===== config.mk =====
export PLATFORM = sky130hd
export DESIGN_NAME = interval_down_counter
export DESIGN_NICKNAME = d
export VERILOG_FILES = /design/src/rtl/interval_down_counter_pkg.sv /design/src/rtl/interval_down_counter_tick_prescaler.sv /design/src/rtl/interval_down_counter.sv
export SDC_FILE = /design/constraint.sdc
export NUM_CORES = 1
export LEC_CHECK = 0
export BUFFER_PORTS_ARGS = -buffer_cell sky130_fd_sc_hd__buf_4
export CAP_MARGIN = 15
export CORE_ASPECT_RATIO = 0.9
export CORE_UTILIZATION = 45
export CTS_CLUSTER_DIAMETER = 120
export CTS_CLUSTER_SIZE = 25
export DETAILED_ROUTE_END_ITERATION = 12
export PLACE_DENSITY = 0.67
export SYNTH_ARGS = -nofsm -noshare
export SYNTH_HDL_FRONTEND = slang
export SYNTH_SLANG_ARGS = --single-unit

===== constraint.sdc =====
create_clock -name clk_i -period 2.6 [get_ports clk_i]
set_input_delay 0.39 -clock clk_i [delete_from_list [all_inputs] [get_ports clk_i]]
set_output_delay 0.39 -clock clk_i [all_outputs]
set_load 0.03 [all_outputs]

===== src/rtl/interval_down_counter_pkg.sv =====
// Shared types and default sizes for the interval timers.
// Latency: n/a (declarations only).
// Backpressure: n/a.
package interval_down_counter_pkg;

   // Timer FSM: IDLE holds the count, RUN decrements on prescaled ticks.
   typedef enum logic {
      ST_IDLE = 1'b0,
      ST_RUN  = 1'b1
   } state_e;

   // Default sizes, shared with the free-running up-counter.
   localparam int DEF_WIDTH      = 8;
   localparam int DEF_PRESCALE_W = 4;

endpackage : interval_down_counter_pkg


===== src/rtl/interval_down_counter_tick_prescaler.sv =====
// Tick divider: emits tick every prescale_i+1 enabled cycles.
// Latency: tick is combinational from the registered count and prescale_i.
// Backpressure: none; enable_i low freezes the count, clear_i restarts it.
module tick_prescaler
   import interval_down_counter_pkg::*;
#(
   parameter int PRESCALE_W = DEF_PRESCALE_W
) (
   input  logic                  clk_i,
   input  logic                  reset_i,
   input  logic                  clear_i,
   input  logic                  enable_i,
   input  logic [PRESCALE_W-1:0] prescale_i,
   output logic                  tick_o
);

   logic [PRESCALE_W-1:0] cnt_q, cnt_d;

   // Compare against the live prescale so a mid-run change applies at once.
   assign tick_o = enable_i && (cnt_q >= prescale_i);

   // Next count: clear wins, otherwise wrap on tick or advance while enabled.
   always_comb begin
      cnt_d = cnt_q;
      if (clear_i) begin
         cnt_d = '0;
      end else if (enable_i) begin
         cnt_d = tick_o ? '0 : cnt_q + 1'b1;
      end
   end

   // Prescaler count register with synchronous reset.
   always_ff @(posedge clk_i) begin
      if (reset_i) cnt_q <= '0;
      else         cnt_q <= cnt_d;
   end

endmodule : tick_prescaler


===== src/rtl/interval_down_counter.sv =====
// Programmable down-counting interval timer with tc pulse, sticky irq, auto-reload.
// Latency: all outputs registered; expiry N*(prescale+1) enabled cycles after load.
// Backpressure: none; enable_i low pauses count and prescaler, load_i always wins.
module interval_down_counter
   import interval_down_counter_pkg::*;
#(
   parameter int WIDTH      = DEF_WIDTH,
   parameter int PRESCALE_W = DEF_PRESCALE_W
) (
   input  logic                  clk_i,
   input  logic                  reset_i,
   input  logic                  load_i,
   input  logic [WIDTH-1:0]      load_value_i,
   input  logic                  enable_i,
   input  logic                  auto_reload_i,
   input  logic [PRESCALE_W-1:0] prescale_i,
   input  logic                  irq_clear_i,
   output logic [WIDTH-1:0]      value_o,
   output logic                  running_o,
   output logic                  tc_o,
   output logic                  irq_o
);

   localparam logic [WIDTH-1:0] ONE = {{(WIDTH-1){1'b0}}, 1'b1};

   state_e           state_q, state_d;
   logic [WIDTH-1:0] value_q, value_d;
   logic [WIDTH-1:0] reload_q, reload_d;
   logic             tc_q, tc_d;
   logic             irq_q, irq_d;
   logic             presc_en;
   logic             tick;

   // Prescaler only runs in RUN; a load restarts its phase.
   assign presc_en = (state_q == ST_RUN) && enable_i && !load_i;

   tick_prescaler #(
      .PRESCALE_W (PRESCALE_W)
   ) u_prescaler (
      .clk_i      (clk_i),
      .reset_i    (reset_i),
      .clear_i    (load_i),
      .enable_i   (presc_en),
      .prescale_i (prescale_i),
      .tick_o     (tick)
   );

   // Next state: load beats counting; expiry pulses tc, sets irq, reloads or stops.
   always_comb begin
      state_d  = state_q;
      value_d  = value_q;
      reload_d = reload_q;
      tc_d     = 1'b0;
      irq_d    = irq_q && !irq_clear_i;
      if (load_i) begin
         value_d  = load_value_i;
         reload_d = load_value_i;
         state_d  = (load_value_i != '0) ? ST_RUN : ST_IDLE;
      end else if (state_q == ST_RUN && tick) begin
         if (value_q > ONE) begin
            value_d = value_q - ONE;
         end else begin
            // Expiry; irq set overrides a simultaneous clear.
            tc_d  = 1'b1;
            irq_d = 1'b1;
            if (auto_reload_i && reload_q != '0) begin
               value_d = reload_q;
            end else begin
               value_d = '0;
               state_d = ST_IDLE;
            end
         end
      end
   end

   // State and output registers with synchronous reset.
   always_ff @(posedge clk_i) begin
      if (reset_i) begin
         state_q  <= ST_IDLE;
         value_q  <= '0;
         reload_q <= '0;
         tc_q     <= 1'b0;
         irq_q    <= 1'b0;
      end else begin
         state_q  <= state_d;
         value_q  <= value_d;
         reload_q <= reload_d;
         tc_q     <= tc_d;
         irq_q    <= irq_d;
      end
   end

   assign value_o   = value_q;
   assign running_o = (state_q == ST_RUN);
   assign tc_o      = tc_q;
   assign irq_o     = irq_q;

endmodule : interval_down_counter


==> flow_summary.ini, run 1 <==
[run_status]
status = finished, final reports clean

[synthesis]
synth.distinct_cells = 48
synth_ff_type = dfxtp_1
avgSynthCellArea_um2 = 9.12
synth_seq_cells = 23
synthTopCellsByArea = dfxtp_1 (32%), ha_1 (6.1%), mux2i_1 (4.2%)
ys_warn_count = 0
synth.yosys.seq_area_share_pct = 32.1
netlist_area_um2 = 1430
synth_top_area_share_pct = 32.1
async_flop_share_pct = 0
netlist_instances = 157
synth_top_cell_by_area = dfxtp_1
synth_edf_count = 0
syn-num-nets = 182

[cts]
cts_buffers = 3
cts_max_path_buffers = 2
cts_tree = yes
htreeDepth = 1
clkTransAtPathRegs_ns = 0.13
clk_latency_ns = 0.32
hold_buffers = 0
cts_num_sinks = 23
cts_resized = 0
cts_root_buffer = clkbuf_4
post_cts.repair.setup_buffers = 0

[placed_design]
gp_congestion = 0.838
portBuffers = 28
dp_hpwl_mm = 2.59
place_area_um2 = 1620
place_ws_ns = 0.342

[cells_and_area]
antennaDiodeCount = 0
fillCellCount = 317
area_growth_pct = 15.0
design_area_um2 = 1650
layout_common_cells = buf_4 (28), dfxtp_1 (23), nor2_1 (11)
layout_commonest_cell = buf_4
multi_input_area_um2 = 867
seq_area_um2 = 460
fin_util_pct = 54.2
nets = 205
drive_gt1_share_pct = 23.5

[floorplanning]
pin_count = 29
dieHeight_um = 55.5
die_x_um = 61.5
dieArea_um2 = 3410
rows = 19
initial_utilization_pct = 47.1
coreArea_um2 = 3040

[drt]
vias_per_cell = 6.10
ant_nets = 0
drtIter0Drc = 117
drc_errors = 0
vias = 1349
drt_first_pass_iters = 4
totalWireLength_mm = 3.52
routedWlPerCell_um = 15.9

[pwr]
p_comb_share_pct = 27.9
p_seq_share_pct = 50.5
pwr-share-clk_pct = 21.6
leakage_nw = 0.647
power_density_nw_per_um2 = 480
netSwitchingFraction_pct = 33.6
peakVddDrop_v = 0.000306
p_switching_mw = 0.266
p_int_mw = 0.526

[worst_setup_path]
start_kind = register
path_buf_inv = 1
rrSetupSlack_ns = 0.36
crit_fanout = 9
cp_cell_sequence = inv_1 -> ha_1 -> or3b_2 -> a221oi_1 -> o21ai_2 -> a311oi_1
path_delay_family = compound AO/OA/AOI/OAI gates
cpPeakStageDelay_ns = 0.48
r2r-end = value_o[0]
endpoint_kind = register
required_ns = 2.84
crit_slowest_cell = or3b_2
cp.arrival_ns = 2.48
r2r_start = u_prescaler.cnt_q[0]
r2r_cells = 6
critical_path_class = reg -> reg

[sta]
finalHoldViolCount = 0
drv_slew = 0
worst_slew_pin_slew_ns = 0.489
fin_crit_sh_pct = 86.1
setup_ws_ns = 0.361
timing.fmax_mhz = 447
min_period_ns = 2.24
fin_setup_tns_ns = 0
setup_viol = 0
skew_ns = 0.00102
slew_headroom_pct = 67.4
grt_setup_unrepaired = false

[global_routing]
antenna_found_initial = 0
grt_pass1_wl_mm = 5.82
grt_pass1_vias = 1204
grt_usage_pct = 23.0
grt_max_degree = 30
grt_overflow = 0

[hold_path]
holdPathEnd = irq_o
hold_path.class = in -> reg
hold_path_depth = 3
hold_start = irq_clear_i

[job]
max-cap-violations = 0
Yosys cell counts, types with 2 or more instances:
library cell,instances
nor2_1,11
and2_1,2
buf_6,5
nor4_1,4
a21oi_1,7
xnor2_1,2
a211oi_1,7
nand3_1,6
o31a_1,2
clkbuf_1,5
xor2_1,2
a311oi_1,6
nand4_1,2
inv_1,7
nand2_1,7
or4_1,4
nor3_1,5
a32oi_1,3
o31ai_1,2
a31oi_1,3
or3_1,3
ha_1,7
dfxtp_1,23
mux2i_1,6
nand2b_1,3
sequential cells by signal (all words and copies together), names as in the netlist:
register           flops
irq_o                  1
reload_q               8
running_o              1
tc_o                   1
u_prescaler.cnt_q      4
value_o                8
per-layer routing:
metal  part of all wire (%)  routed length [µm]  up-vias  track usage (%)
met1                     49                1730      626             35.4
met2                     42                1480       62             31.8
met3                    6.7                 235        8             2.81
li1                       -                   -      653                -
met4                    2.1                  74        0             10.2
met5                      0                   0        -                0
how the worst max path moves through the flow:
stage | slack, ns | end | from | cells after the start
detailed placement | 0.34 | value_o[0] | prescale_i[0] | 6
global placement | 0.43 | value_o[3] | prescale_i[0] | 6
CTS | 0.39 | value_o[0] | u_prescaler.cnt_q[0] | 6
finish | 0.36 | value_o[0] | u_prescaler.cnt_q[0] | 6
floorplan | 0.50 | value_o[2] | value_o[0] | 7
global route | 0.18 | value_o[0] | u_prescaler.cnt_q[0] | 6
worst reg2reg max path, delay by kind of cell, from the launching register on:
family          cells  cell delay (ns)
flops               1             0.41
buf+inv             1             0.07
compound gates      3             0.95
simple gates        1             0.48
fa+ha+maj           1             0.26
through the flow:
step / cells / total power [mW] / hold WS, ns
5_1_grt: 221 / 0.834 / 0.322
2_1_floorplan: 157 / 0.559 / 0.458
3_5_place_dp: 217 / 0.626 / 0.462
4_1_cts: 221 / 0.795 / 0.304
6_report: 221 / 0.791 / 0.314
3_3_place_gp: 217 / 0.622 / 0.461
logic make-up (layout without fill, tap and decap cells):
| kind of cell | after synthesis | after routing | share of synthesized area (%) |
|---|---|---|---|
| AO/OA/AOI/OAI | 44 | 44 | 25.2 |
| AND/OR/NAND/NOR | 55 | 55 | 22.5 |
| flip-flops | 23 | 23 | 32.1 |
| XOR/XNOR | 4 | 4 | 2.45 |
| adder cells (fa/ha/maj) | 7 | 7 | 6.11 |
| buffers and inverters | 18 | 40 | 7.34 |
| multiplexers | 6 | 6 | 4.19 |
area by class of cell:
cell class                      instances  area share, %
Clock buffer                            3           1.37
Clock inverter                          1          0.304
Inverter                                8           1.82
Multi-Input combinational cell        116           52.6
Sequential cell                        23           27.9
Tap cell                               42           3.19
Timing Repair Buffer                   28           12.8
power by group through the flow:
stage | Sequential, mW | Clock, mW | Combinational (mW)
after floorplan | 0.420 | 0 | 0.139
after global placement | 0.407 | 0 | 0.215
after detailed placement | 0.407 | 0 | 0.219
after CTS | 0.399 | 0.177 | 0.219
after global routing | 0.404 | 0.191 | 0.240
final | 0.400 | 0.171 | 0.221
Power figures use the tool's default switching activity.
==> run 2, diff against run 1 <==
Settings changed: ABC_AREA set to 1, CORE_ASPECT_RATIO 0.9 to unset.
==> flow_summary.ini, run 2 <==
[run_status]
status = finished, final reports clean

[floorplanning]
rows = 20
coreArea_um2 = 3050
initial_utilization_pct = 47.4
dieHeight_um = 58.7
pin_count = 29
die_x_um = 58.7
dieArea_um2 = 3450

[sta]
finalHoldViolCount = 0
slew_headroom_pct = 75.8
min_period_ns = 1.67
setup_viol = 0
grt_setup_unrepaired = false
fin_setup_tns_ns = 0
skew_ns = 0.00658
hold-worst-slack_ns = 0.254
timing.fmax_mhz = 600
drv_slew = 0
worst_slew_pin_slew_ns = 0.363
fin_crit_sh_pct = 64.1

[synthesis]
avgSynthCellArea_um2 = 6.49
synth_top_area_share_pct = 31.8
synth_edf_count = 0
ys_top_cells_by_count = nand2_1 (56), nor2_1 (38), inv_1 (30), dfxtp_1 (23), nand3_1 (14)
synth_top_cell_by_area = dfxtp_1
synth.yosys.seq_area_share_pct = 31.8
netlist_area_um2 = 1450
synth_seq_cells = 23
synthTopCellsByArea = dfxtp_1 (32%), nand2_1 (15%), nor2_1 (9.9%)
synth_ff_type = dfxtp_1
ys_warn_count = 0
synthMostInstantiatedCell = nand2_1
async_flop_share_pct = 0
synth.distinct_cells = 26
netlist_instances = 223
syn-num-nets = 248

[cts]
cts_resized = 0
cts_buffers = 3
clk_latency_ns = 0.31
htreeDepth = 1
cts_tree = yes
hold_buffers = 0
post_cts.repair.setup_buffers = 0
cts_root_buffer = clkbuf_4
clkTransAtPathRegs_ns = 0.13
cts_max_path_buffers = 2
cts_num_sinks = 23

[global_routing]
grt_overflow = 0
grt_pass1_wl_mm = 5.50
antenna_found_initial = 0
grt_max_degree = 16
grt_usage_pct = 20.7
grt_pass1_vias = 1287

[worst_setup_path]
critical_path_class = reg -> reg
r2r_cells = 9
endpoint_kind = register
start_kind = register
crit_fanout = 6
cp.arrival_ns = 1.90
required_ns = 2.84
crit_path_start = value_o[0]
r2r_start = value_o[0]

[pwr]
peakVddDrop_v = 0.000254
power_mw = 0.800
leakage_nw = 0.876
power_density_nw_per_um2 = 467

[hold_path]
hold_start = irq_clear_i
hold_path_depth = 2
hold_path.class = in -> reg

[cells_and_area]
drive_gt1_share_pct = 17.6
layout_common_cells = nand2_1 (56), nor2_1 (38), inv_1 (30)
nets = 276
layout_commonest_cell = nand2_1
instances_no_fill = 294
area_growth_pct = 18.4
antennaDiodeCount = 0

[drt]
vias = 1416
drc_errors = 0
drt_first_pass_iters = 4
vias_per_cell = 4.82
ant_nets = 0
drtIter0Drc = 51
totalWireLength_mm = 3.08
routedWlPerCell_um = 10.5

[placed_design]
dp_cells = 290
portBuffers = 28
dp_hpwl_mm = 2.47
gp_congestion = 0.841

[job]
max-cap-violations = 0
run 2: per-stage QoR:
stage | setup WS, ns | cell area, µm² | util, %
4_1_cts | 0.946 | 1710 | 56.1
3_5_place_dp | 0.895 | 1680 | 55.1
5_1_grt | 0.765 | 1710 | 56.1
6_report | 0.934 | 1710 | 56.1
3_3_place_gp | 0.953 | 1680 | 55.1
2_1_floorplan | 0.919 | 1450 | -
run 2: power by group:
group          total, mW  internal, mW  switching [mW]
combinational      0.245        0.0922           0.153
sequential         0.390         0.371          0.0189
clock              0.165        0.0586           0.106
run 2: cells by family (layout without fill, tap and decap cells):
group           Yosys count  after routing  share of synthesized area [%]
simple gates            125            125                           39.9
buf+inv                  39             66                           10.8
compound gates           26             26                           9.60
flops                    23             23                           31.8
fa+ha+maj                 7              7                           6.06
xor+xnor                  3              3                           1.82
run 2: final cells by class:
class                   instances  area (µm²)
repair buffers                 28         210
well taps                      44        55.1
fillers                       338        1340
clock buffers                   3        22.5
clock inverters                 1        7.51
inverters                      34         128
flip-flops and latches         23         460
multi-input cells             161         830
run 2: worst paths after layout:
kind	end	slack, ns
min reg2reg	irq_o	0.48
max reg2reg	value_o[0]	0.93
min	irq_o	0.25
max	value_o[0]	0.93
run 2: worst max-delay path, cell delays in order, from the launching register on:
cell,delay [ns]
dfxtp_1,0.40
inv_1,0.10
ha_1,0.28
o21ai_2,0.25
nor2_8,0.08
nor2_4,0.14
nand2_1,0.09
nand2_1,0.06
nor2_1,0.05
a21oi_1,0.16
run 2: routing by layer:
| layer | routed length (µm) | GRT usage, % |
|---|---|---|
| met1 | 1660 | 30.7 |
| met5 | 0 | 0 |
| met2 | 1230 | 31.7 |
| met4 | 38 | 6.12 |
| met3 | 152 | 2.20 |
==> run 3, diff against run 2 <==
Settings changed: PLACE_DENSITY 0.67 to 0.7.
Clock period 2.6 ns to 1.45 ns, I/O delays scaled along.
==> flow_summary.ini, run 3 (synthesis results as in run 2) <==
[global_routing]
grt_max_degree = 14
grt_pass1_vias = 1364
grt_overflow = 0
grt_pass1_wl_mm = 6.01
antenna_found_initial = 0
grt_usage_pct = 23.1

[cts]
cts_root_buffer = clkbuf_4
htreeDepth = 1
cts_buffers = 3
cts_tree = yes
clk_latency_ns = 0.31
cts_num_sinks = 23
cts_max_path_buffers = 2
clkTransAtPathRegs_ns = 0.13

[sta]
hold-worst-slack_ns = 0.0650
timing.fmax_mhz = 686
setup_ws_ns = -0.00830
fin_setup_tns_ns = -0.0123
finalHoldViolCount = 0
slew_headroom_pct = 69.3
grt_setup_unrepaired = true
min_period_ns = 1.46
skew_ns = 0.00346
drv_slew = 0
fin_crit_sh_pct = 101
worst_slew_pin_slew_ns = 0.460
setup_viol = 2

[run_status]
violations = setup timing
status = finished with violations

[pwr]
leakage_nw = 1.02
peakVddDrop_v = 0.000765
power_density_nw_per_um2 = 756

[worst_setup_path]
cp_cell_sequence = ha_4 -> nand2_2 -> nand2_2 -> nand2_2 -> nand3_2 -> nand2_4 -> buf_6 -> nand3_2 -> nand2_1 -> nor2_1 -> nor2_1
cp.arrival_ns = 1.72
required_ns = 1.71
crit_top_cell = nand2_2
crit_fanout = 4
endpoint_kind = register
cpPeakStageDelay_ns = 0.38
critical_path_class = reg -> reg
r2r_cells = 11
crit_slowest_cell = dfxtp_4
start_kind = register

[cells_and_area]
drive_gt1_share_pct = 36.9
layout_common_cells = nand2_1 (50), buf_4 (46), nor2_1 (35)
area_growth_pct = 42.4
antennaDiodeCount = 0
layout_commonest_cell = nand2_1
design_area_um2 = 2060
nets = 297
fillCellCount = 284

[hold_path]
hold_path.class = in -> reg
hold_path_depth = 2

[floorplanning]
die_x_um = 58.7
pin_count = 29
coreArea_um2 = 3050
initial_utilization_pct = 47.4
dieArea_um2 = 3450
rows = 20
dieHeight_um = 58.7

[drt]
ant_nets = 0
drtIter0Drc = 78
vias_per_cell = 4.91
drc_errors = 0
vias = 1548
routedWlPerCell_um = 11.9
drt_first_pass_iters = 5
totalWireLength_mm = 3.75

[placed_design]
portBuffers = 28
gp_congestion = 0.805
dp_hpwl_mm = 2.65
place_area_um2 = 1810

[job]
max-cap-violations = 0
==> run 3: worst paths after layout <==
path	startpoint	end	slack, ns
setup / recovery	u_prescaler.cnt_q[1]	value_o[6]	-0.008
hold / removal	irq_clear_i	irq_o	0.06
hold reg to reg	irq_o	irq_o	0.48
setup reg to reg	u_prescaler.cnt_q[1]	value_o[6]	-0.008
==> run 3: power by group <==
group / switching (mW) / internal [mW] / leakage [nW]
combinational: 0.329 / 0.234 / 0.812
sequential: 0.0296 / 0.664 / 0.193
clock: 0.193 / 0.108 / 0.0150
total: 0.552 / 1.01 / 1.02
==> run 3: cell type report <==
type	instances	area (µm²)	area share, %
multi-input combinational	162	1000	48.7
sequential	23	475	23.1
timing repair buffer	48	368	17.9
inverter	34	133	6.44
tap	44	55.1	2.67
clock buffer	4	26.3	1.28
==> run 3: per-stage QoR <==
stage	worst slack (ns)	std cells	util (%)	power, mW
after CTS	-0.00236	313	64.5	1.53
after detailed placement	-0.0920	305	59.4	1.20
after global placement	-0.0321	305	59.4	1.20
final	-0.00830	315	67.5	1.56
after floorplan	0.00364	223	-	1.03
after global routing	-0.104	315	67.5	1.65
==> run 3: layer usage <==
metal	vias to the layer above	GRT usage, %	share of wire (%)
li1	806	-	-
met4	0	3.06	0.56
met3	2	4.62	3.9
met2	38	37.4	47
met1	702	32.5	49
met5	-	0	0
==> run 3: worst max-delay path, delay by kind of cell (launching register included) <==
kind	cells	cell delay [ns]
adders and majority gates	1	0.24
buffers and inverters	1	0.12
DFF	1	0.38
and+or+nand+nor	9	0.68
==> run 3: what timing repair did <==
| item | 4_1_cts | 5_1_grt |
|---|---|---|
| gates cloned | 1 | 0 |
| resized for setup | 20 | 25 |
| hold buffers | 0 | 0 |
| buffers inserted | 3 | 2 |
| pin swaps | 10 | 25 |
| setup endpoints to repair | 9 | 15 |
